## src/rtl/dmem_read_arbiter.sv

```systemverilog
`default_nettype none
// ============================================================================
// Module   : dmem_read_arbiter
// Brief    : Two-port round-robin read arbiter for the image data ROM with
//            burst streaming, bounds checking and 2-cycle tagged responses.
// Revision : 1.0 - initial release
// ============================================================================
module dmem_read_arbiter #(
    parameter int S       = 32,
    parameter int V       = 192,
    parameter int LANES   = 6,
    parameter int SIZE    = 30000,
    parameter int BURST_W = 16
) (
    input  logic               clk,
    input  logic               reset,
    input  logic               req0_valid,
    output logic               req0_ready,
    input  logic [S-1:0]       req0_addr,
    input  logic               req0_vec,
    input  logic               req1_valid,
    output logic               req1_ready,
    input  logic [S-1:0]       req1_addr,
    input  logic [BURST_W-1:0] req1_len,
    output logic [S-1:0]       mem_addr,
    output logic               mem_isVector,
    input  logic [V-1:0]       mem_rd,
    output logic               rsp_valid,
    output logic               rsp_id,
    output logic [V-1:0]       rsp_data,
    output logic               rsp_last,
    output logic               rsp_err
);

    localparam logic [0:0]   c_st_idle    = 1'b0;
    localparam logic [0:0]   c_st_burst   = 1'b1;
    localparam logic [S-1:0] c_lanes      = S'(LANES);
    localparam logic [S-1:0] c_scalar_max = S'(SIZE - 1);
    localparam logic [S-1:0] c_vec_max    = S'(SIZE - LANES);

    logic [0:0]         r_state,     w_state_nxt;
    logic               r_prio,      w_prio_nxt;
    logic [BURST_W-1:0] r_remaining, w_remaining_nxt;
    logic [S-1:0]       r_next_addr, w_next_addr_nxt;
    logic               r_last_beat, w_last_beat_nxt;

    logic               w_issue;
    logic [S-1:0]       w_iss_addr;
    logic               w_iss_vec;
    logic               w_iss_id;
    logic               w_iss_last;
    logic               w_iss_err;

    logic               w_r0_ok;
    logic               w_r1_ok;
    logic               w_nb_ok;
    logic               w_p0_wins;
    logic               w_p1_wins;

    logic               r_s1_valid;
    logic               r_s1_id;
    logic               r_s1_last;
    logic               r_s1_err;

    assign w_r0_ok   = req0_vec ? (req0_addr <= c_vec_max) : (req0_addr <= c_scalar_max);
    assign w_r1_ok   = (req1_addr <= c_vec_max);
    assign w_nb_ok   = (r_next_addr <= c_vec_max);
    assign w_p0_wins = req0_valid & (~req1_valid | ~r_prio);
    assign w_p1_wins = req1_valid & (~req0_valid | r_prio);

    always_comb begin
        req0_ready      = 1'b0;
        req1_ready      = 1'b0;
        w_issue         = 1'b0;
        w_iss_addr      = '0;
        w_iss_vec       = 1'b0;
        w_iss_id        = 1'b0;
        w_iss_last      = 1'b0;
        w_iss_err       = 1'b0;
        w_state_nxt     = r_state;
        w_prio_nxt      = r_prio;
        w_remaining_nxt = r_remaining;
        w_next_addr_nxt = r_next_addr;
        w_last_beat_nxt = r_last_beat;

        case (r_state)
            c_st_idle: begin
                req0_ready = ~w_p1_wins;
                req1_ready = ~w_p0_wins;
                if (req0_valid && req0_ready) begin
                    w_issue         = 1'b1;
                    w_iss_addr      = req0_addr;
                    w_iss_vec       = req0_vec;
                    w_iss_last      = 1'b1;
                    w_iss_err       = ~w_r0_ok;
                    w_prio_nxt      = 1'b1;
                    w_last_beat_nxt = 1'b0;
                end else if (req1_valid && req1_ready) begin
                    w_prio_nxt = 1'b0;
                    if (req1_len != '0) begin
                        w_issue         = 1'b1;
                        w_iss_addr      = req1_addr;
                        w_iss_vec       = 1'b1;
                        w_iss_id        = 1'b1;
                        w_iss_err       = ~w_r1_ok;
                        w_last_beat_nxt = 1'b1;
                        // Single beat or an out-of-range first beat finishes the burst here
                        if (req1_len == BURST_W'(1) || !w_r1_ok) begin
                            w_iss_last = 1'b1;
                        end else begin
                            w_prio_nxt      = r_prio;
                            w_state_nxt     = c_st_burst;
                            w_remaining_nxt = req1_len - 1'b1;
                            w_next_addr_nxt = req1_addr + c_lanes;
                        end
                    end
                end
            end
            default: begin
                // Port 0 only gets a slot right after a burst beat: 1:1 interleave
                req0_ready = r_last_beat;
                if (req0_valid && r_last_beat) begin
                    w_issue         = 1'b1;
                    w_iss_addr      = req0_addr;
                    w_iss_vec       = req0_vec;
                    w_iss_last      = 1'b1;
                    w_iss_err       = ~w_r0_ok;
                    w_prio_nxt      = 1'b1;
                    w_last_beat_nxt = 1'b0;
                end else begin
                    w_issue         = 1'b1;
                    w_iss_addr      = r_next_addr;
                    w_iss_vec       = 1'b1;
                    w_iss_id        = 1'b1;
                    w_iss_err       = ~w_nb_ok;
                    w_iss_last      = (r_remaining == BURST_W'(1)) | ~w_nb_ok;
                    w_remaining_nxt = r_remaining - 1'b1;
                    w_next_addr_nxt = r_next_addr + c_lanes;
                    w_last_beat_nxt = 1'b1;
                    if (w_iss_last) begin
                        w_state_nxt     = c_st_idle;
                        w_prio_nxt      = 1'b0;
                        w_remaining_nxt = '0;
                    end
                end
            end
        endcase
    end

    always_ff @(posedge clk or posedge reset) begin
        if (reset) begin
            r_state      <= c_st_idle;
            r_prio       <= 1'b0;
            r_remaining  <= '0;
            r_next_addr  <= '0;
            r_last_beat  <= 1'b0;
            mem_addr     <= '0;
            mem_isVector <= 1'b0;
            r_s1_valid   <= 1'b0;
            r_s1_id      <= 1'b0;
            r_s1_last    <= 1'b0;
            r_s1_err     <= 1'b0;
            rsp_valid    <= 1'b0;
            rsp_id       <= 1'b0;
            rsp_last     <= 1'b0;
            rsp_err      <= 1'b0;
            rsp_data     <= '0;
        end else begin
            r_state     <= w_state_nxt;
            r_prio      <= w_prio_nxt;
            r_remaining <= w_remaining_nxt;
            r_next_addr <= w_next_addr_nxt;
            r_last_beat <= w_last_beat_nxt;
            if (w_issue) begin
                mem_addr     <= w_iss_err ? '0 : w_iss_addr;
                mem_isVector <= w_iss_vec & ~w_iss_err;
            end
            r_s1_valid <= w_issue;
            r_s1_id    <= w_iss_id;
            r_s1_last  <= w_iss_last;
            r_s1_err   <= w_iss_err;
            rsp_valid  <= r_s1_valid;
            rsp_id     <= r_s1_id;
            rsp_last   <= r_s1_last;
            rsp_err    <= r_s1_err;
            rsp_data   <= (r_s1_valid && !r_s1_err) ? mem_rd : '0;
        end
    end

endmodule
`default_nettype wire

```

## config.mk

```make
export PLATFORM = sky130hd
export DESIGN_NAME = dmem_read_arbiter
export DESIGN_NICKNAME = d
export VERILOG_FILES = /design/src/rtl/dmem_read_arbiter.sv
export SDC_FILE = /design/constraint.sdc
export NUM_CORES = 1
export LEC_CHECK = 0
export ABC_AREA = 1
export CAP_MARGIN = 20
export CORE_ASPECT_RATIO = 1.4
export CORE_MARGIN = 4
export CORE_UTILIZATION = 35
export CTS_CLUSTER_DIAMETER = 50
export DETAILED_ROUTE_END_ITERATION = 8
export GPL_TIMING_DRIVEN = 0
export PLACE_DENSITY = 0.74
export REMOVE_ABC_BUFFERS = 1
export SETUP_SLACK_MARGIN = 0.15
export SLEW_MARGIN = 20
export SYNTH_ARGS = -nofsm -noshare
export SYNTH_HDL_FRONTEND = slang
export SYNTH_SLANG_ARGS = --single-unit
```

## constraint.sdc

```tcl
create_clock -name clk -period 20 [get_ports clk]
set_input_delay 4 -clock clk [delete_from_list [all_inputs] [get_ports clk]]
set_output_delay 4 -clock clk [all_outputs]
set_load 0.03 [all_outputs]
```

==> out/qor.txt <==
========================================================================================================
FF+latch count, synth                                                                                284
Post-synth cell types                                                                                 33
Buffer levels on the longest clock path                                                                3
RSZ-0062 raised after global routing                                                               false
Vias per Instance                                                                                  4.563
H-tree depth                                                                                           2
Max-cap check violation count                                                                          0
I/O Buffers                                                                                          507
Global-route wire length before repair                                                         65,930 um
Busiest grt layer                                                                                   met2
Slew Limit Headroom                                                                               42.06%
Clock sinks                                                                                          284
# setup viols final                                                                                    0
Net count, final                                                                                   2,432
Clock Latency Late Sink                                                                          0.52 ns
Biggest fanout along the worst timing path                                                            18
Gate family responsible for the most delay along the worst path                             buffers and inverters
Footprint of the multi-input gates                                                          0.004432 mm^2
Run status                                                                                     completed
Critical Path, Cell by Cell                                                                 clkdlybuf4s50_1 -> inv_1 -> o21ai_0 -> nand2_1 -> nand2_1 -> inv_1 -> clkdlybuf4s50_1
Final routed wire length divided by cell count                                                  16.28 um
Sequential cell area in the final layout                                                    0.007111 mm^2
Count of pins over their slew limit                                                                    0
Placeable core region                                                                       0.03676 mm^2
Mean area per synthesized cell                                                                7.893 um^2
Starting utilization of the core area                                                             35.47%
Number of filler instances in the final layout                                                     3,315
Layout-stage area growth over the synthesis result                                                51.81%
Vertical die dimension                                                                          236.4 um
Standard cell with the maximum stage delay on the critical path                             sky130_fd_sc_hd__clkdlybuf4s50_1
TritonCTS clock tree                                                                               built
First-pass detailed-route iteration total                                                              5
GR met1 Demand/Resource                                                                           22.75%
Placed cell areas                                                                           0.01862 mm^2
Grt met3 use                                                                                      7.175%
Routed Wire Length                                                                             43,000 um
Maximum frequency from static timing analysis                                                  96.01 MHz
Drt drc                                                                                                0
Start point of the critical path                                                              req0_valid
Largest stage delay on the critical path                                                         0.66 ns
Die Span X                                                                                      171.1 um
Buffers plus inverters on the worst setup path                                                         4
Total of hold buffers inserted after clock tree synthesis                                              0
Power per Cell Area                                                                         77.81 mW/mm^2
Setup total negative slack                                                                          0 ns
Routability congestion estimate from global placement                                             0.9633
Hold Crit Class                                                                             register to register
Flop2flop setup slack                                                                           16.61 ns
Minimum period implied by the final worst setup slack                                           10.42 ns
Post-detailed-placement half-perimeter wirelength                                              33,960 um
Die footprint                                                                               0.04045 mm^2
Slew @ Worst Pin                                                                               0.8671 ns
Buffer count from post-CTS setup fixing                                                                0
Critical path type                                                                          primary input to primary output
Maximum number of pins on one net before global-route repair                                          89
Timing endpoint of the critical path                                                          req1_ready
Worst voltage drop across the vdd grid                                                        0.08832 mV
FP Rows                                                                                               83
Iteration-0 DRC Markers                                                                              693
R2r endpoint                                                                                r_last_beat$_DFFE_PP0P_
Area of the mapped netlist                                                                  0.01304 mm^2
Met2 Resource Use GR                                                                              37.21%
Quantity of gates resized following cts                                                                0
Clock Root Buffer                                                                           sky130_fd_sc_hd__clkbuf_16
Number of hold violations in the final report                                                          0
Number of global-route vias before repair                                                         12,190
Number of buffers created by CTS                                                                      35
Number of cells on the critical path                                                                   7
Startpoint types                                                                            primary input
Detailed-route via count                                                                          12,050
Total gr overflow                                                                                      0
Detail Route Antenna Nets                                                                              0
Final period util                                                                                 52.08%
Category of the worst setup path capture point                                              primary output
Number of warnings issued by yosys                                                                     0
Post-CTS clock slew at the launch and capture registers of the worst setup and hold paths        0.06 ns
Crit path DAT                                                                                    6.42 ns
Required time at the worst-slack endpoint                                                       16.00 ns
Fin Clk Skew                                                                                  0.01722 ns
Tot GR Track Use                                                                                  20.78%
I/O Pins                                                                                             508
Synthesized instance count                                                                         1,652
R2R Path Start                                                                              r_state$_DFF_PP0_
Worst Reg-to-Reg Cells                                                                                 7
Layout Cell Area excl Fill                                                                  0.01980 mm^2
Number of antenna violations at the first check in global routing                                      5
Proportion of layout cells with a drive suffix above 1                                            5.522%
Share of the yosys chip area belonging to registers                                               54.50%
Static Leakage                                                                                  10.04 nW
========================================================================================================
==> area by class of cell <==
type,instances,area share (%)
well taps,467,2.952
repair buffers,513,26.47
clock inverters,15,0.9544
clock buffers,45,4.974
flip-flops and latches,284,35.92
multi-input cells,984,22.39
inverters,332,6.333
diodes,1,0.01264
==> stage by stage <==
stage / power [mW] / utilization (%) / hold WS, ns / std cells / worst slack, ns
4_1_cts: 1.563 / 53.83 / 0.3526 / 2640 / 9.620
5_1_grt: 1.608 / 53.85 / 0.3650 / 2641 / 9.450
3_5_place_dp: 0.9145 / 50.64 / 0.3395 / 2580 / 9.633
6_report: 1.540 / 53.85 / 0.3501 / 2641 / 9.584
2_1_floorplan: 0.7655 / - / 0.3312 / 1600 / 8.164
3_3_place_gp: 0.9167 / 50.11 / 0.3326 / 2574 / 4.630
==> flip-flops by register name (all words and copies together) (netlist names), 16 cells and up <==
| signal | count |
|---|---|
| mem_addr | 32 |
| r_remaining | 16 |
| r_next_addr | 32 |
| rsp_data | 192 |
==> layer usage <==
| metal | wire length [um] | share of wire (%) |
|---|---|---|
| met3 | 4128 | 9.6 |
| met4 | 1348 | 3.1 |
| met1 | 15570 | 36 |
| met2 | 21910 | 51 |
| met5 | 42 | 0.098 |
==> power breakdown <==
group          leakage [nW]  switching (mW)  internal (mW)
Clock                 0.572           0.250          0.389
Combinational          5.69           0.159          0.124
Sequential             3.78          0.0118          0.606
Total                  10.0           0.421           1.12
==> worst reg2reg max path: stages, from the launching register on <==
cell and delay, ns:
sky130_fd_sc_hd__dfrtp_4 0.65, sky130_fd_sc_hd__buf_16 0.28, sky130_fd_sc_hd__inv_2 0.37, sky130_fd_sc_hd__nand2_1 0.52, sky130_fd_sc_hd__a21oi_4 0.85, sky130_fd_sc_hd__inv_2 0.37
sky130_fd_sc_hd__nor2_1 0.18, sky130_fd_sc_hd__nor2_1 0.05
==> synthesized netlist by cell type, drive strengths merged <==
cell type  number  area share (%)
nand4          30             1.4
buf            25             1.4
xnor2           9            0.60
nand3          59             2.3
dfrtp         284              55
clkbuf         27            0.78
nor2          353              10
clkinv          2           0.058
inv           330             9.5
or2             3            0.14
ha              5            0.48
nand2         373              11
xor2           24             1.6
a21oi          12            0.49
nor3           25             1.0
and3            1           0.048
o21ai          64             3.0
and2            4            0.19
o22ai          15            0.72
nand3b          7            0.40
==> how the worst min path moves through the flow <==
| stage | start | to | slack (ns) | cells past startpoint |
|---|---|---|---|---|
| after floorplan | r_s1_id$_DFF_PP0_ | rsp_id$_DFF_PP0_ | 0.33 | 0 |
| after global placement | r_s1_id$_DFF_PP0_ | rsp_id$_DFF_PP0_ | 0.33 | 0 |
| after detailed placement | r_s1_id$_DFF_PP0_ | rsp_id$_DFF_PP0_ | 0.34 | 0 |
| after CTS | r_s1_id$_DFF_PP0_ | rsp_id$_DFF_PP0_ | 0.35 | 0 |
| after global routing | r_s1_id$_DFF_PP0_ | rsp_id$_DFF_PP0_ | 0.36 | 0 |
| final | r_s1_id$_DFF_PP0_ | rsp_id$_DFF_PP0_ | 0.35 | 0 |
==> layout by cell type, fill, tap and decap left out, types with 2 or more instances in the layout <==
cell / instances
sky130_fd_sc_hd__clkdlybuf4s50_1: 507
sky130_fd_sc_hd__nand2_1: 361
sky130_fd_sc_hd__nor2_1: 342
sky130_fd_sc_hd__inv_1: 320
sky130_fd_sc_hd__dfrtp_1: 283
sky130_fd_sc_hd__nand3_1: 57
sky130_fd_sc_hd__clkbuf_16: 36
sky130_fd_sc_hd__nand4_1: 30
sky130_fd_sc_hd__o21ai_0: 26
sky130_fd_sc_hd__nor3_1: 24
sky130_fd_sc_hd__xor2_1: 24
sky130_fd_sc_hd__o21ai_1: 21
sky130_fd_sc_hd__o21ai_2: 16
sky130_fd_sc_hd__o22ai_1: 15
sky130_fd_sc_hd__a21oi_1: 11
sky130_fd_sc_hd__nor2_2: 10
sky130_fd_sc_hd__nand2_2: 10
sky130_fd_sc_hd__inv_2: 9
sky130_fd_sc_hd__xnor2_1: 9
sky130_fd_sc_hd__nand3b_1: 7
sky130_fd_sc_hd__buf_16: 6
sky130_fd_sc_hd__ha_1: 5
sky130_fd_sc_hd__clkbuf_8: 5
sky130_fd_sc_hd__and2_1: 4
sky130_fd_sc_hd__clkbuf_1: 4
sky130_fd_sc_hd__or2_2: 3
sky130_fd_sc_hd__inv_6: 3
sky130_fd_sc_hd__clkinv_4: 3
sky130_fd_sc_hd__bufinv_16: 3
sky130_fd_sc_hd__clkinv_2: 3
sky130_fd_sc_hd__nand2_4: 2
sky130_fd_sc_hd__clkinv_1: 2
sky130_fd_sc_hd__nand3_2: 2
sky130_fd_sc_hd__clkinvlp_4: 2
==> logic make-up after synthesis <==
kind of cell	Yosys count	synth area share, %
xor gates and xnor gates	33	2.216
adders and majority gates	5	0.4798
and+or+nand+nor	855	26.92
AOI/OAI and AO/OA	91	4.184
DFF	284	54.50
buffers and inverters	384	11.70
(Power assumes the default switching activity.)
